**src/rtl/mcu_pkg.sv**
```systemverilog
// Shared types and encodings for the multi-cycle RV32I control unit.
package mcu_pkg;

    // Controller states; FETCH is the reset state and must encode as zero.
    typedef enum logic [3:0] {
        S_FETCH    = 4'd0,
        S_DECODE   = 4'd1,
        S_MEMADR   = 4'd2,
        S_MEMREAD  = 4'd3,
        S_MEMWB    = 4'd4,
        S_MEMWRITE = 4'd5,
        S_EXECUTER = 4'd6,
        S_EXECUTEI = 4'd7,
        S_ALUWB    = 4'd8,
        S_JAL      = 4'd9,
        S_LUI      = 4'd10,
        S_BRANCH   = 4'd11,
        S_HALT     = 4'd12
    } state_t;

    // ALU operation class handed from the FSM to the ALU decoder.
    typedef enum logic [1:0] {
        ALUOP_ADD   = 2'b00,
        ALUOP_SUB   = 2'b01,
        ALUOP_FUNCT = 2'b10
    } alu_op_t;

    localparam logic [6:0] OP_LOAD   = 7'b0000011;
    localparam logic [6:0] OP_STORE  = 7'b0100011;
    localparam logic [6:0] OP_R      = 7'b0110011;
    localparam logic [6:0] OP_IMM    = 7'b0010011;
    localparam logic [6:0] OP_JAL    = 7'b1101111;
    localparam logic [6:0] OP_BRANCH = 7'b1100011;
    localparam logic [6:0] OP_LUI    = 7'b0110111;

    localparam logic [3:0] ALU_ADD  = 4'd0;
    localparam logic [3:0] ALU_SLL  = 4'd1;
    localparam logic [3:0] ALU_SUB  = 4'd2;
    localparam logic [3:0] ALU_SLT  = 4'd3;
    localparam logic [3:0] ALU_XOR  = 4'd4;
    localparam logic [3:0] ALU_SRL  = 4'd5;
    localparam logic [3:0] ALU_OR   = 4'd6;
    localparam logic [3:0] ALU_AND  = 4'd7;
    localparam logic [3:0] ALU_SRA  = 4'd8;
    localparam logic [3:0] ALU_SLTU = 4'd9;

    localparam logic [2:0] IMM_I = 3'b000;
    localparam logic [2:0] IMM_S = 3'b001;
    localparam logic [2:0] IMM_B = 3'b010;
    localparam logic [2:0] IMM_J = 3'b011;
    localparam logic [2:0] IMM_U = 3'b100;

    localparam logic [1:0] RES_ALUOUT    = 2'b00;
    localparam logic [1:0] RES_DATA      = 2'b01;
    localparam logic [1:0] RES_ALURESULT = 2'b10;

    localparam logic [1:0] SRCA_PC    = 2'b00;
    localparam logic [1:0] SRCA_OLDPC = 2'b01;
    localparam logic [1:0] SRCA_RS1   = 2'b10;
    localparam logic [1:0] SRCA_ZERO  = 2'b11;

    localparam logic [1:0] SRCB_RS2  = 2'b00;
    localparam logic [1:0] SRCB_IMM  = 2'b01;
    localparam logic [1:0] SRCB_FOUR = 2'b10;

    // True for every opcode this controller knows how to sequence.
    function automatic logic is_known_op(input logic [6:0] op);
        return (op == OP_LOAD) || (op == OP_STORE) || (op == OP_R) ||
               (op == OP_IMM) || (op == OP_JAL) || (op == OP_BRANCH) ||
               (op == OP_LUI);
    endfunction

endpackage

```
**src/rtl/multicycle_control_unit_if.sv**
```systemverilog
// Control bus between the multi-cycle controller (master) and its datapath (slave).
interface multicycle_control_unit_if;
    logic [6:0] op;
    logic [2:0] funct3;
    logic       funct7_5;
    logic       ZF, SF, CF, VF;
    logic       mem_ready;
    logic       mem_req;
    logic       PCWrite, IRWrite, RegWrite, MemWrite, AdrSrc;
    logic [1:0] ResultSrc;
    logic [1:0] ALUSrcA;
    logic [1:0] ALUSrcB;
    logic [2:0] ImmSrc;
    logic [3:0] ALUControl;
    logic       illegal;
    logic       retire;

    modport master (
        input  op, funct3, funct7_5, ZF, SF, CF, VF, mem_ready,
        output mem_req, PCWrite, IRWrite, RegWrite, MemWrite, AdrSrc,
               ResultSrc, ALUSrcA, ALUSrcB, ImmSrc, ALUControl, illegal, retire
    );

    modport slave (
        output op, funct3, funct7_5, ZF, SF, CF, VF, mem_ready,
        input  mem_req, PCWrite, IRWrite, RegWrite, MemWrite, AdrSrc,
               ResultSrc, ALUSrcA, ALUSrcB, ImmSrc, ALUControl, illegal, retire
    );
endinterface

```
**src/rtl/multicycle_control_unit_alu_decoder.sv**
```systemverilog
// Combinational ALU decoder: ALUOp class plus instruction fields to ALUControl.
module alu_decoder
    import mcu_pkg::*;
(
    input  alu_op_t    alu_op,
    input  logic [2:0] funct3,
    input  logic       funct7_5,
    input  logic       op5,
    output logic [3:0] alu_control
);

    // Select the ALU function; only R-type (op5=1) may turn funct3=000 into sub.
    always_comb begin
        // NOTE: default first so every path assigns and no latch is inferred.
        alu_control = ALU_ADD;
        case (alu_op)
            ALUOP_SUB: alu_control = ALU_SUB;
            ALUOP_FUNCT: begin
                case (funct3)
                    3'b000:  alu_control = (op5 && funct7_5) ? ALU_SUB : ALU_ADD;
                    3'b001:  alu_control = ALU_SLL;
                    3'b010:  alu_control = ALU_SLT;
                    3'b011:  alu_control = ALU_SLTU;
                    3'b100:  alu_control = ALU_XOR;
                    3'b101:  alu_control = funct7_5 ? ALU_SRA : ALU_SRL;
                    3'b110:  alu_control = ALU_OR;
                    default: alu_control = ALU_AND;
                endcase
            end
            default: alu_control = ALU_ADD;
        endcase
    end

endmodule

```
**src/rtl/multicycle_control_unit.sv**
```systemverilog
// Multi-cycle RV32I controller: sequences one instruction over 3-5 cycles
// through a shared datapath and drives its muxes and enables.
module multicycle_control_unit
    import mcu_pkg::*;
#(
    parameter bit MEM_HANDSHAKE = 1'b1,
    parameter bit ILLEGAL_HALT  = 1'b1
) (
    input  logic                       clk,
    input  logic                       rst,
    multicycle_control_unit_if.master  bus
);

    state_t  state, state_next;
    alu_op_t alu_op;
    logic    ready;
    logic    taken;

    // Without the handshake every access completes in a single cycle.
    assign ready = MEM_HANDSHAKE ? bus.mem_ready : 1'b1;

    // State register; asynchronous reset lands in FETCH immediately.
    always_ff @(posedge clk or posedge rst) begin
        // NOTE: non-blocking for registered state so all flops update together.
        if (rst) state <= S_FETCH;
        else     state <= state_next;
    end

    // Next-state selection from the current state, opcode and memory ready.
    always_comb begin
        state_next = state;
        case (state)
            S_FETCH:  if (ready) state_next = S_DECODE;
            S_DECODE: begin
                case (bus.op)
                    OP_LOAD, OP_STORE: state_next = S_MEMADR;
                    OP_R:              state_next = S_EXECUTER;
                    OP_IMM:            state_next = S_EXECUTEI;
                    OP_JAL:            state_next = S_JAL;
                    OP_BRANCH:         state_next = S_BRANCH;
                    OP_LUI:            state_next = S_LUI;
                    default:           state_next = ILLEGAL_HALT ? S_HALT : S_FETCH;
                endcase
            end
            S_MEMADR:   state_next = (bus.op == OP_STORE) ? S_MEMWRITE : S_MEMREAD;
            S_MEMREAD:  if (ready) state_next = S_MEMWB;
            S_MEMWB:    state_next = S_FETCH;
            S_MEMWRITE: if (ready) state_next = S_FETCH;
            S_EXECUTER, S_EXECUTEI, S_JAL, S_LUI: state_next = S_ALUWB;
            S_ALUWB:    state_next = S_FETCH;
            S_BRANCH:   state_next = S_FETCH;
            S_HALT:     state_next = S_HALT;
            default:    state_next = S_FETCH;
        endcase
    end

    // Branch condition from the flags of the rs1-rs2 subtraction.
    always_comb begin
        case (bus.funct3)
            3'b000:  taken = bus.ZF;
            3'b001:  taken = ~bus.ZF;
            3'b100:  taken = bus.SF ^ bus.VF;
            3'b101:  taken = ~(bus.SF ^ bus.VF);
            3'b110:  taken = ~bus.CF;
            3'b111:  taken = bus.CF;
            default: taken = 1'b0;
        endcase
    end

    // Datapath controls per state; unlisted signals stay at their idle defaults.
    always_comb begin
        bus.mem_req   = 1'b0;
        bus.PCWrite   = 1'b0;
        bus.IRWrite   = 1'b0;
        bus.RegWrite  = 1'b0;
        bus.MemWrite  = 1'b0;
        bus.AdrSrc    = 1'b0;
        bus.ResultSrc = RES_ALUOUT;
        bus.ALUSrcA   = SRCA_PC;
        bus.ALUSrcB   = SRCB_RS2;
        bus.illegal   = 1'b0;
        bus.retire    = 1'b0;
        alu_op        = ALUOP_ADD;
        case (state)
            S_FETCH: begin
                bus.mem_req   = 1'b1;
                bus.ALUSrcB   = SRCB_FOUR;
                bus.ResultSrc = RES_ALURESULT;
                bus.IRWrite   = ready;
                bus.PCWrite   = ready;
            end
            S_DECODE: begin
                bus.ALUSrcA = SRCA_OLDPC;
                bus.ALUSrcB = SRCB_IMM;
                bus.retire  = !ILLEGAL_HALT && !is_known_op(bus.op);
            end
            S_MEMADR: begin
                bus.ALUSrcA = SRCA_RS1;
                bus.ALUSrcB = SRCB_IMM;
            end
            S_MEMREAD: begin
                bus.mem_req = 1'b1;
                bus.AdrSrc  = 1'b1;
            end
            S_MEMWB: begin
                bus.ResultSrc = RES_DATA;
                bus.RegWrite  = 1'b1;
                bus.retire    = 1'b1;
            end
            S_MEMWRITE: begin
                bus.mem_req  = 1'b1;
                bus.AdrSrc   = 1'b1;
                bus.MemWrite = 1'b1;
                bus.retire   = ready;
            end
            S_EXECUTER: begin
                bus.ALUSrcA = SRCA_RS1;
                alu_op      = ALUOP_FUNCT;
            end
            S_EXECUTEI: begin
                bus.ALUSrcA = SRCA_RS1;
                bus.ALUSrcB = SRCB_IMM;
                alu_op      = ALUOP_FUNCT;
            end
            S_ALUWB: begin
                bus.RegWrite = 1'b1;
                bus.retire   = 1'b1;
            end
            S_JAL: begin
                bus.ALUSrcA = SRCA_OLDPC;
                bus.ALUSrcB = SRCB_FOUR;
                bus.PCWrite = 1'b1;
            end
            S_LUI: begin
                bus.ALUSrcA = SRCA_ZERO;
                bus.ALUSrcB = SRCB_IMM;
            end
            S_BRANCH: begin
                bus.ALUSrcA = SRCA_RS1;
                alu_op      = ALUOP_SUB;
                bus.PCWrite = taken;
                bus.retire  = 1'b1;
            end
            S_HALT:  bus.illegal = 1'b1;
            default: ;
        endcase
    end

    // Immediate format depends on the opcode alone.
    always_comb begin
        case (bus.op)
            OP_LOAD, OP_IMM: bus.ImmSrc = IMM_I;
            OP_STORE:        bus.ImmSrc = IMM_S;
            OP_BRANCH:       bus.ImmSrc = IMM_B;
            OP_JAL:          bus.ImmSrc = IMM_J;
            OP_LUI:          bus.ImmSrc = IMM_U;
            default:         bus.ImmSrc = 3'b000;
        endcase
    end

    alu_decoder u_alu_decoder (
        .alu_op      (alu_op),
        .funct3      (bus.funct3),
        .funct7_5    (bus.funct7_5),
        .op5         (bus.op[5]),
        .alu_control (bus.ALUControl)
    );

endmodule

```
**src/flat_wrapper.sv**
```systemverilog
// flat-port wrapper written by rule: the top's interface ports become plain ports
module multicycle_control_unit_flat import mcu_pkg::*;
#(
    parameter bit MEM_HANDSHAKE = 1'b1,
    parameter bit ILLEGAL_HALT  = 1'b1
)
  (clk, rst, bus_op, bus_funct3, bus_funct7_5, bus_ZF, bus_SF, bus_CF, bus_VF, bus_mem_ready, bus_mem_req, bus_PCWrite, bus_IRWrite, bus_RegWrite, bus_MemWrite, bus_AdrSrc, bus_ResultSrc, bus_ALUSrcA, bus_ALUSrcB, bus_ImmSrc, bus_ALUControl, bus_illegal, bus_retire);
  multicycle_control_unit_if bus_i ();
  input  logic clk;
  input  logic rst;
  input wire logic [$bits(bus_i.op)-1:0] bus_op;
  input wire logic [$bits(bus_i.funct3)-1:0] bus_funct3;
  input wire logic [$bits(bus_i.funct7_5)-1:0] bus_funct7_5;
  input wire logic [$bits(bus_i.ZF)-1:0] bus_ZF;
  input wire logic [$bits(bus_i.SF)-1:0] bus_SF;
  input wire logic [$bits(bus_i.CF)-1:0] bus_CF;
  input wire logic [$bits(bus_i.VF)-1:0] bus_VF;
  input wire logic [$bits(bus_i.mem_ready)-1:0] bus_mem_ready;
  output wire logic [$bits(bus_i.mem_req)-1:0] bus_mem_req;
  output wire logic [$bits(bus_i.PCWrite)-1:0] bus_PCWrite;
  output wire logic [$bits(bus_i.IRWrite)-1:0] bus_IRWrite;
  output wire logic [$bits(bus_i.RegWrite)-1:0] bus_RegWrite;
  output wire logic [$bits(bus_i.MemWrite)-1:0] bus_MemWrite;
  output wire logic [$bits(bus_i.AdrSrc)-1:0] bus_AdrSrc;
  output wire logic [$bits(bus_i.ResultSrc)-1:0] bus_ResultSrc;
  output wire logic [$bits(bus_i.ALUSrcA)-1:0] bus_ALUSrcA;
  output wire logic [$bits(bus_i.ALUSrcB)-1:0] bus_ALUSrcB;
  output wire logic [$bits(bus_i.ImmSrc)-1:0] bus_ImmSrc;
  output wire logic [$bits(bus_i.ALUControl)-1:0] bus_ALUControl;
  output wire logic [$bits(bus_i.illegal)-1:0] bus_illegal;
  output wire logic [$bits(bus_i.retire)-1:0] bus_retire;
  assign bus_i.op = bus_op;
  assign bus_i.funct3 = bus_funct3;
  assign bus_i.funct7_5 = bus_funct7_5;
  assign bus_i.ZF = bus_ZF;
  assign bus_i.SF = bus_SF;
  assign bus_i.CF = bus_CF;
  assign bus_i.VF = bus_VF;
  assign bus_i.mem_ready = bus_mem_ready;
  assign bus_mem_req = bus_i.mem_req;
  assign bus_PCWrite = bus_i.PCWrite;
  assign bus_IRWrite = bus_i.IRWrite;
  assign bus_RegWrite = bus_i.RegWrite;
  assign bus_MemWrite = bus_i.MemWrite;
  assign bus_AdrSrc = bus_i.AdrSrc;
  assign bus_ResultSrc = bus_i.ResultSrc;
  assign bus_ALUSrcA = bus_i.ALUSrcA;
  assign bus_ALUSrcB = bus_i.ALUSrcB;
  assign bus_ImmSrc = bus_i.ImmSrc;
  assign bus_ALUControl = bus_i.ALUControl;
  assign bus_illegal = bus_i.illegal;
  assign bus_retire = bus_i.retire;
  multicycle_control_unit #(.MEM_HANDSHAKE(MEM_HANDSHAKE), .ILLEGAL_HALT(ILLEGAL_HALT)) u_core (.clk(clk), .rst(rst), .bus(bus_i));
endmodule
```
**config.mk**
```make
export PLATFORM = sky130hd
export DESIGN_NAME = multicycle_control_unit_flat
export DESIGN_NICKNAME = d
export VERILOG_FILES = /design/src/rtl/mcu_pkg.sv /design/src/rtl/multicycle_control_unit_if.sv /design/src/rtl/multicycle_control_unit_alu_decoder.sv /design/src/rtl/multicycle_control_unit.sv /design/src/flat_wrapper.sv
export SDC_FILE = /design/constraint.sdc
export NUM_CORES = 1
export LEC_CHECK = 0
export ABC_AREA = 1
export CAP_MARGIN = 20
export CORE_AREA = 3 3 49 51
export DETAILED_ROUTE_END_ITERATION = 6
export DIE_AREA = 0 0 52 54
export GPL_TIMING_DRIVEN = 0
export PLACE_DENSITY = 0.76
export SLEW_MARGIN = 10
export SYNTH_ARGS = -nofsm -noshare
export SYNTH_HDL_FRONTEND = slang
export SYNTH_HIERARCHICAL = 1
export SYNTH_SLANG_ARGS = --single-unit
```
**constraint.sdc**
```tcl
create_clock -name clk -period 2 [get_ports clk]
set_input_delay 0.2 -clock clk [delete_from_list [all_inputs] [get_ports clk]]
set_output_delay 0.2 -clock clk [all_outputs]
set_load 0.03 [all_outputs]
```
### Word-level counts from Yosys, hierarchy flattened

Cells that the tools add are included.

| storage, ports and cells | value |
|---|---|
| bits in registers | 4 |
| latch bits | 0 |
| bits in writable memories | 0 |
| memory bits (read-only) | 0 |
| input port bits | 18 |
| output and inout port bits | 21 |
| logic and storage cells | 75 |
| memories kept | 0 |

| operators by class | value |
|---|---|
| $add $sub $neg | 0 |
| multipliers | 0 |
| divide/modulo/power cells | 0 |
| $lt $le $gt $ge | 0 |
| eq/ne operators | 31 |
| shift-type cells | 0 |
| mux-type cells | 24 |
| bitwise operators | 4 |
| reductions and logical operators | 15 |

Operators with widths:

| operator | count |
|---|---|
| $pmux 4 s7 | 2 |
| $pmux 4 s6 | 1 |
| $eq 7x6->1 const B | 3 |
| $eq 4x4->1 const B | 5 |
| $eq 4x3->1 const B | 4 |
| $mux 4 | 4 |
| $eq 7x7->1 const B | 2 |
| $eq 3x3->1 const B | 4 |
| $pmux 2 s2 | 3 |
| $pmux 3 s4 | 1 |
| $reduce_or 2->1 | 6 |
| $reduce_or 4->1 | 3 |
| $eq 4x2->1 const B | 2 |
| $pmux 4 s2 | 1 |
| $eq 7x2->1 const B | 1 |
| $eq 7x5->1 const B | 1 |
| $eq 3x2->1 const B | 2 |
| $mux 1 | 6 |
| $ne 2x2->1 const B | 3 |
| $pmux 1 s6 | 1 |
| $pmux 2 s3 | 1 |
| $reduce_or 3->1 | 2 |
| $eq 4x1->1 const B | 1 |
| $logic_not 4->1 | 1 |
| 12 further kinds | 14 |

### Depth between registers and ports, before layout

| logic depth | value |
|---|---|
| depth in word-level cells | 5 |
| depth in mapped cells | 10 |
| mapped depth without buffers | 10 |

### Modules after synthesis

Netlist, hierarchy kept.

Modules (own cells, without submodules):

| module | times used | cells an instance | area an instance (um^2) | sequential area each (um^2) |
|---|---|---|---|---|
| multicycle_control_unit | 1 | 113 | 646.9 | 100.1 |
| alu_decoder | 1 | 28 | 136.4 | 0.0 |

### Least setup slack after synthesis

Ideal clock, no wire load.

| path | value |
|---|---|
| kind | register -> output |
| from | register u_core.state[2] |
| to | output port bus_ALUControl[2] |
| arrival time | 1.846 ns |
| setup slack | -0.046 ns |
| cell stages (with the launch flop) | 7 |
| cell sequence | dfrtp_1 inv_2 nand2_2 nor2_2 inv_1 ha_1 nor3_1 |

| between the ends | value |
|---|---|
| cells in the longest elaborated chain, start to end | 5 |
| elaborated cells between the ends (all ways) | 8 |

RTL lines:

| what | line | RTL |
|---|---|---|
| start, declared | multicycle_control_unit.sv:14 | `state_t state, state_next;` |
| start signal, assigned | multicycle_control_unit.sv:26 | `else state <= state_next;` |
| $eq 4x3->1 | multicycle_control_unit.sv:84 | `case (state)` |
| $reduce_or 2->1 (no source line) | - |  |
| $pmux 2 s2 * | multicycle_control_unit.sv:84 |  |
| named net u_core.alu_op[0] | multicycle_control_unit.sv:15 | `alu_op_t alu_op;` |
| $eq 2x2->1 / $eq 2x1->1 (equally long branches) | multicycle_control_unit_alu_decoder.sv:16 | `case (alu_op)` |
| $pmux 4 s2 * | multicycle_control_unit_alu_decoder.sv:16 |  |
| end, declared | flat_wrapper.sv:29 | `output wire logic [$bits(bus_i.ALUControl)-1:0] bus_ALUControl;` |

Mark *: on every way through the listed nets, which the timed path passes. The rest lies on a longest branch.

### Worst setup path in the final report

| path | value |
|---|---|
| from | register u_core.state[3] |
| to | output port bus_ALUControl[3] |

The elaborated chain is that of the path after synthesis.

==> impl_metrics.py <==
metrics = {
    "timing": {
        "hold_violations": 0,
        "rsz0062_at_grt": "yes",
        "clock_skew_ps": 5.78,
        "min_period_ps": 1950,
        "finalSetupViolCount": 0,
        "timing.final.crit_share_pct": 97.5,
        "finalMaxSlewViolations": 0,
        "whs_ps": 153,
        "worstMarginPinSlew_ps": 330,
        "relSlewSlack_pct": 78.0,
        "max_freq_mhz": 513,
    },
    "yosys": {
        "synth_ff_type": "dfrtp_1",
        "yosys_warnings": 6,
        "ys_top_cells_by_area": "nand2_1 18%, dfrtp_1 13%, inv_1 12%",
        "syn_inst": 141,
        "ys_seq_area_share_pct": 12.8,
        "async_flop_share_pct": 100,
        "netlist_area_um2": 783,
        "ys_ff_latch": 4,
        "syn_area_per_cell_um2": 5.55,
        "yosysMostFrequentCell": "nand2_1",
        "synth_top_area_share_pct": 17.7,
        "synth_edf_count": 0,
        "yosys-top-cells-count": "37 x nand2_1, 26 x inv_1, 17 x nor2_1",
        "synth_nets": 161,
        "yosys.area.top_type": "nand2_1",
        "ys_types": 28,
    },
    "route": {
        "route.detailed.drc": 0,
        "viasPerCell": 4.83,
        "avgRoutedWirePerCell_um": 10.7,
        "ant_nets": 0,
        "drt_pass1_iterations": 4,
        "vias": 1020,
        "routed_wl_mm": 2.25,
        "drt_iter0_drc": 21,
    },
    "layout": {
        "antenna_cells": 0,
        "syn_to_final_growth_pct": 62.9,
        "multi_input_area_um2": 602,
        "final_area_um2": 1280,
        "nets": 206,
        "layout-drive-gt1-share_pct": 23.9,
        "regArea_um2": 104,
        "largest_register_ffs": 4,
        "fill_cells": 182,
        "top_regs": "u_core/state x4",
        "regMostFlops": "u_core/state",
    },
    "global_routing": {
        "grt_pass1_vias": 951,
        "grtUsageTotal_pct": 16.9,
        "gr-total-overflow": 0,
        "grt_max_degree": 8,
        "grt_pass1_wl_mm": 3.67,
        "antenna_found_initial": 0,
    },
    "floorplan": {
        "io_pins": 39,
        "start_util_pct": 39.5,
        "die_width_um": 52,
        "core_um2": 1980,
        "rows": 16,
        "die_h_um": 54,
        "die_area_um2": 2810,
    },
    "power": {
        "clkPwrFrac_pct": 7.8,
        "p_leak_nw": 0.794,
        "switching_share_pct": 57.3,
        "power.total_mw": 1.26,
        "power_density_nw_per_um2": 991,
        "p_switching_uw": 725,
        "intPower_uw": 539,
        "vdd_drop_max_v": 0.000910,
        "power.share.sequential_pct": 13.8,
        "comb_power_share_pct": 78.5,
    },
    "worst_setup_path": {
        "critPathSlowestCell": "dfrtp_2",
        "cp_cell_sequence": "nor2_4, inv_2, nor2_4, ha_4, nor2_4, nand3_1, nor2_1, buf_4",
        "critPathMaxStageDelay_ps": 460,
        "path_max_fanout": 4,
        "cpMostUsedCell": "nor2_4",
        "endpoint_kind": "primary output",
        "path_class": "flip-flop to primary output",
        "critPathLaunchType": "flip-flop",
        "r2r-start": "u_core/state[0]",
        "r2r_slack_ps": 730,
        "crit_path_start": "u_core/state[3]",
        "crit_arrival_ps": 1750,
        "required_ps": 1800,
    },
    "placed_design": {
        "place_hpwl_mm": 1.84,
        "placed_area_um2": 1200,
        "io_buffers": 38,
        "place_congestion": 0.782,
    },
    "clocking": {
        "hold_buffers": 0,
        "clk_pin_slew_worst_paths_ps": 40,
        "clk_path_buf_depth": 2,
        "cts_made_buffers": 3,
        "worstSkewPairLatency_ps": 240,
        "cts_tree": "done",
        "root_buffer": "clkbuf_4",
        "h-tree-depth": 1,
        "cts_sinks": 4,
    },
    "min_path": {
        "hp-class": "primary input to async pin",
    },
    "job": {
        "drv_cap": 0,
    },
    "run_status": {
        "outcome": "complete, no violations",
    },
}
==> cell families after synthesis <==
kind of cell	count (synthesis)	share of synthesized area [%]
xor gates and xnor gates	1	1.12
adders and majority gates	2	3.19
buffers and inverters	33	15.8
DFF	4	12.8
and+or+nand+nor	83	51.9
AOI/OAI and AO/OA	18	15.2
==> worst paths after layout <==
check / endpoint / cells after the start
max: bus_ALUControl[3] / 8
min: u_core/state[0] / 2
max reg2reg: u_core/state[0] / 7
min reg2reg: u_core/state[0] / 3
max in group asynchronous: u_core/state[2] / 2
min in group clk: u_core/state[0] / 3
==> through the flow <==
stage,setup slack (ps),utilization (%),TNS (ps),cells
floorplan,18.6,-,0,141
global placement,-465,60.7,-1660,206
detailed placement,-511,60.7,-1800,206
CTS,8.07,63.5,0,211
global route,-57.4,64.4,-57.4,211
finish,50.3,64.4,0,211
==> power groups by stage <==
stage               Combinational (mW)  Clock, mW  Sequential (mW)
global placement                  1.02          0            0.161
global route                      1.08      0.115            0.178
floorplan                        0.679          0            0.154
CTS                               1.02      0.103            0.171
finish                           0.992     0.0983            0.174
detailed placement                1.04          0            0.163
==> worst max-delay path, delay by kind of cell (launching register included) <==
kind	cells	cell delay (ps)
flip-flops	1	460
buffers and inverters	2	240
adder cells (fa/ha/maj)	1	230
AND/OR/NAND/NOR	5	580
==> what timing repair did <==
item	CTS	global route
gates cloned	0	0
pin swaps	1	2
endpoints found under the setup margin	13	15
hold endpoints to repair	0	0
buffers inserted	2	0
gates resized for setup	36	19
==> layer usage <==
metal	up-vias	share of wire [%]	track usage, %
li1	529	-	-
met3	0	8.8	4.16
met4	0	0	2.18
met2	50	47	30.8
met1	441	44	20.4
met5	-	0	0
==> placed cells by master (no fill, tap or decap), types with 4 or more instances in the layout <==
master and n:
inv_2 7, inv_1 25, nor2_4 5, nand3_1 6
nand2_1 36, clkdlybuf4s50_1 18, nor2_1 16, o21ai_0 5
dlygate4sd2_1 4, dlymetal6s2s_1 9, buf_4 4
==> final cells by class <==
type	instances	share of cell area, %
multi-input cells	104	47.2
repair buffers	40	30.4
inverters	33	9.90
flip-flops and latches	4	8.14
well taps	27	2.65
clock buffers	3	1.76
No activity file was read; power rests on OpenSTA's default activity.
==> RTL edit 1: new RTL, same flow settings <==
`MEM_HANDSHAKE` is set to 1'b1 in 2 places; all go to 1'b0.
--- a/src/rtl/multicycle_control_unit.sv
+++ b/src/rtl/multicycle_control_unit.sv
@@ -5,3 +5,3 @@
 #(
-    parameter bit MEM_HANDSHAKE = 1'b1,
+    parameter bit MEM_HANDSHAKE = 1'b0,
     parameter bit ILLEGAL_HALT  = 1'b1
--- a/src/flat_wrapper.sv
+++ b/src/flat_wrapper.sv
@@ -3,3 +3,3 @@
 #(
-    parameter bit MEM_HANDSHAKE = 1'b1,
+    parameter bit MEM_HANDSHAKE = 1'b0,
     parameter bit ILLEGAL_HALT  = 1'b1
Function: changed (Yosys sat finds a counterexample within 4 cycles, from zero or initial values and one cycle with rst high).
==> RTL edit 1 against the unedited design <==
Clock skew decreased by 0.0036 ns. Cell count decreased by 3.8%. Via count decreased by 6.0%. Die area unchanged. Total power decreased by 7.7%. Non-clock buffer count unchanged. Hold slack got worse by 0.0098 ns. Register-to-register slack improved by 0.10 ns. Setup slack got worse by 0.0072 ns. Synthesized area decreased by 3.5%. Routed wire length decreased by 9.2%. Sequential cell count unchanged. Final area decreased by 5.3%. Critical path type unchanged. Critical endpoint unchanged. Largest power group unchanged.
==> RTL edit 1: results (changes against the unedited design) <==
cells_and_area:
  fill_cells: 188  # +3.3%
  drive_gt1_frac: 0.273  # +0.0336
  insertedDiodeCount: 0  # unchanged
global_routing:
  grt_max_degree: 8  # unchanged
  grt_pass1_wl_mm: 3.46  # -5.8%
  grtUsageMet2: 0.259  # -0.0481
  grt.met3_usage: 0.0277  # -0.0139
  grt_usage: 0.159  # -0.00995
  grt_pass1_vias: 895  # -5.9%
  use_met1: 0.205  # +0.00131
  antenna_found_initial: 0  # unchanged
synth:
  ys_seq_area_frac: 0.132  # +0.00465
  synth_ff_type: "dfrtp_1"
  syn_area_per_cell_um2: 5.64  # +1.5%
  synth_xor_area_frac: 0.0116  # +0.000407
  yosysUniqueCellTypes: 27  # -3.6%
  synth_compound_area_frac: 0.124  # -0.0276
  syn_nets: 154  # -4.3%
  netlist_area_um2: 756  # -3.5%
  synth.area.top_cells: "nand2_1 16%, dfrtp_1 13%, inv_1 11%"
  synth.top_cells.by_count: "33 x nand2_1, 22 x inv_1, 16 x nor2_1"
  muxShareOfSynthArea: 0  # unchanged
  synth_adder_area_share: 0.0331  # +0.00116
detailed_routing:
  wl_met2_mm: 1.01  # -4.0%
  dr.pass1.iters: 4  # unchanged
  avgRoutedWirePerCell_um: 10.1  # -5.7%
  routed_wirelength_mm: 2.04  # -9.2%
  vias: 959  # -6.0%
  drt-initial-drc-count: 23  # +9.5%
  wl_met3_um: 146  # -26%
  met1_length_um: 885  # -11%
cts:
  clk-insertion-delay-late_ns: 0.23
  h-tree-depth: 1  # unchanged
  cts-root-buf: "clkbuf_4"
  path_clk_slew_ns: 0.04  # about the same
  numCtsBuffers: 3  # unchanged
  clockBufferDepth: 2  # unchanged
placement:
  place_congestion: 0.813  # +3.9%
  placedCellCount: 198  # -3.9%
  port_buffers: 37  # -2.6%
  placed_cell_area_um2: 1160  # -3.5%
  hpwl_mm: 1.69  # -8.2%
  post-place-ws_ns: -0.368  # +0.142 ns
worst_setup_path:
  path_delay_family: "simple AND/OR/NAND/NOR gates"
  max_stage_delay_ns: 0.41  # -0.05 ns
  slowest_stage: "dfrtp_1"
  path_max_fanout: 5  # +1
  cp_data_arrival_time_ns: 1.76
  reg2reg_slack_ns: 0.83  # +0.10 ns
power:
  p_leak_nw: 0.719  # -9.4%
  ir_drop_uv: 727  # -20%
timing:
  hold_ws_ns: 0.143  # -0.00977 ns
  tightest_slew_ns: 0.320  # -0.00999 ns
  clock_skew_ns: 0.00213  # -0.00365 ns
status:
  outcome: "completed"
hold_path:
  hold_path.class: "in2async"
-- RTL edit 1: changes by cell type after synthesis, moves of 3 or more --
cell,before,now
nand4_1,3,0
inv_1,26,22
nor2_2,5,8
nand2_1,37,33
-- RTL edit 1: final timing paths --
| kind | cells past startpoint | to | start |
|---|---|---|---|
| max in group asynchronous | 2 | u_core/state[0] | rst |
| setup reg to reg | 5 | u_core/state[1] | u_core/state[3] |
| min in group clk | 3 | u_core/state[0] | u_core/state[2] |
| hold reg to reg | 3 | u_core/state[0] | u_core/state[2] |
| hold / removal | 2 | u_core/state[3] | rst |
| setup / recovery | 9 | bus_ALUControl[3] | u_core/state[2] |
-- RTL edit 1: cell type report --
class                      instances  area, um2  share of cell area
buffer                             1       7.51             0.00621
timing repair buffer              39        372               0.307
multi-input combinational         98        557               0.461
sequential                         4        100              0.0828
inverter                          31        116              0.0963
tap                               27       33.8              0.0280
clock buffer                       3       22.5              0.0186
-- RTL edit 1: where the power goes --
group	leakage, nW	internal, mW	switching [mW]	total (mW)
clock network	0.0138	0.0669	0.0296	0.0965
registers	0.0520	0.109	0.0437	0.153
logic	0.653	0.324	0.593	0.917
total	0.719	0.501	0.666	1.17
-- RTL edit 1: kinds of logic (layout without fill, tap and decap cells) --
family / count (synthesis) / count (layout)
AO/OA/AOI/OAI: 13 / 13
XOR/XNOR: 1 / 1
adder cells (fa/ha/maj): 2 / 2
buffers and inverters: 32 / 74
flip-flops: 4 / 4
AND/OR/NAND/NOR: 82 / 82
-- RTL edit 1: repair_timing --
| action | 4_1_cts | 5_1_grt |
|---|---|---|
| setup buffers | 1 | 1 |
| endpoints found under the setup margin | 14 | 11 |
| gates resized for setup | 32 | 14 |
| pin swaps | 1 | 0 |
| gates cloned | 0 | 0 |
==> RTL edit 2: new RTL, same settings <==
Without the edit above. Make the reset (`rst`) synchronous in one clocked block. Comments in the files are not updated.
--- a/src/rtl/multicycle_control_unit.sv
+++ b/src/rtl/multicycle_control_unit.sv
@@ -22,3 +22,3 @@
     // State register; asynchronous reset lands in FETCH immediately.
-    always_ff @(posedge clk or posedge rst) begin
+    always_ff @(posedge clk) begin
         // NOTE: non-blocking for registered state so all flops update together.
Function: differs if rst is asserted again (counterexample within 4 cycles, from zero or initial values and one cycle with rst high); with rst held inactive, the same outputs for 10 cycles.
==> RTL edit 2 against the unedited design <==
Clock skew shrank 0.0050 ns. Die area is the same. Final area shrank 1.9%. Total power shrank 36%. Utilization shrank 1.2 points. Setup slack gained 0.049 ns. Clock power shrank 0.8%. Global-route usage grew 0.83 points. Routed wire length grew 0.71%. Cell count grew 0.95%. Synthesized area grew 0.16%. Sequential cell count is the same. Critical path depth grew 2. Critical path type unchanged. Largest cell class unchanged. Highest routed layer is now met4.
==> RTL edit 2: results (changes against the unedited design) <==
worst_setup_path:
  critPathLaunch: "u_core/state[3]"
  r2r_cells: 8  # +1
  r2r_end: "u_core/state[2]"
  cp_data_arrival_time_ns: 1.70  # -0.05 ns
  reg2reg_slack_ns: 0.82  # +0.09 ns
  setup.worst_path.end: "bus_ALUControl[3]"
  r2r-start: "u_core/state[1]"
  path_max_fanout: 4  # unchanged
cts:
  cts-root-buf: "clkbuf_4"
  numCtsBuffers: 3  # unchanged
  clockBufferDepth: 2  # unchanged
  h-tree-depth: 1  # unchanged
  path_clk_slew_ns: 0.03
  clk-insertion-delay-late_ns: 0.23
timing:
  hold_ws_ns: 0.554  # +0.401 ns
  slew-limit-headroom: 0.782  # +0.00254
  clock_skew_ns: 0.000824  # -0.00495 ns
global_routing:
  grt_usage: 0.177  # +0.00829
  antenna_found_initial: 0  # unchanged
  grt_max_degree: 8  # unchanged
  grt_pass1_wl_mm: 3.84  # +4.5%
synth:
  yosysUniqueCellTypes: 25  # -11%
  syn_nets: 165  # +2.5%
  synth.top_cells.by_count: "36 x nand2_1, 32 x inv_1, 15 x nor2_1"
  synth.area.top_cells: "nand2_1 17%, inv_1 15%, dfxtp_1 10%"
  synth_edf_count: 0  # unchanged
  ys_seq_area_frac: 0.102  # -0.0257
  async_reset_ff_frac: 0  # -1.00
  synth_ff_type: "dfxtp_1"
  syn_area_per_cell_um2: 5.41  # -2.6%
  yosys_warnings: 6  # unchanged
hold_path:
  hp-start: "rst"
  hold_path.class: "in2reg"
  min_path_cells: 2
  hold_path_end: "u_core/state[2]"
detailed_routing:
  dr.pass1.iters: 4  # unchanged
  drtAntennaViolNets: 0  # unchanged
  drt-initial-drc-count: 10  # -52%
  routed_wirelength_mm: 2.27  # +0.71%
  vias: 999  # -2.1%
power:
  p_leak_nw: 0.759  # -4.3%
  ir_drop_uv: 588  # -35%
  p_sw_mw: 0.429  # -41%
cells_and_area:
  drive_gt1_frac: 0.204  # -0.0348
  insertedDiodeCount: 0  # unchanged
  fill_cells: 188  # +3.3%
  fin_cells: 213  # +0.95%
  reg_top3: "u_core/state x4"
placement:
  hpwl_mm: 1.92  # +4.5%
  port_buffers: 38  # unchanged
  placed_cell_area_um2: 1200  # -0.31%
  post-place-ws_ns: -0.392  # +0.118 ns
  place_congestion: 0.887  # +13%
status:
  outcome: "completed"
[RTL edit 2: power groups by stage]
stage | Clock (mW) | Combinational, mW | Sequential [mW]
finish | 0.0975 | 0.589 | 0.120
global route | 0.106 | 0.642 | 0.123
CTS | 0.104 | 0.595 | 0.115
detailed placement | 0 | 0.618 | 0.113
global placement | 0 | 0.612 | 0.112
floorplan | 0 | 0.394 | 0.110
[RTL edit 2: logic make-up (layout without fill, tap and decap cells)]
logic type               count (synthesis)  count (layout)  share of synthesized area
AO/OA/AOI/OAI                           16              16                      0.116
XOR/XNOR                                 2               2                     0.0223
adder cells (fa/ha/maj)                  2               2                     0.0319
buffers and inverters                   37              78                      0.187
flip-flops                               4               4                      0.102
AND/OR/NAND/NOR                         84              84                      0.541
[RTL edit 2: repair_timing]
item / in CTS / in global routing
gates resized for setup: 32 / 21
setup buffers: 0 / 0
endpoints found under the setup margin: 15 / 12
[RTL edit 2: metal layers]
| layer | vias up | global-route usage | wire length [um] |
|---|---|---|---|
| met5 | - | 0 | 0 |
| met4 | 0 | 0.0611 | 20 |
| met3 | 2 | 0.0222 | 109 |
| met2 | 31 | 0.356 | 1170 |
| met1 | 432 | 0.186 | 971 |
| li1 | 534 | - | - |
[RTL edit 2: worst max-delay path, cell delays in order (launching register included)]
cell and delay, ns:
dfxtp_4 0.37, inv_1 0.07, nor2_4 0.11, nand2_1 0.08
inv_2 0.08, inv_1 0.07, ha_4 0.24, nor2_2 0.12
nand3_1 0.08, nor2_1 0.09, buf_4 0.16
[RTL edit 2: cell type report]
cell class,count,area (um2),area share
clock buffers,3,22.5,0.0180
multi-input cells,104,591,0.472
repair buffers,38,369,0.295
inverters,37,146,0.117
flip-flops and latches,4,90.1,0.0719
well taps,27,33.8,0.0270
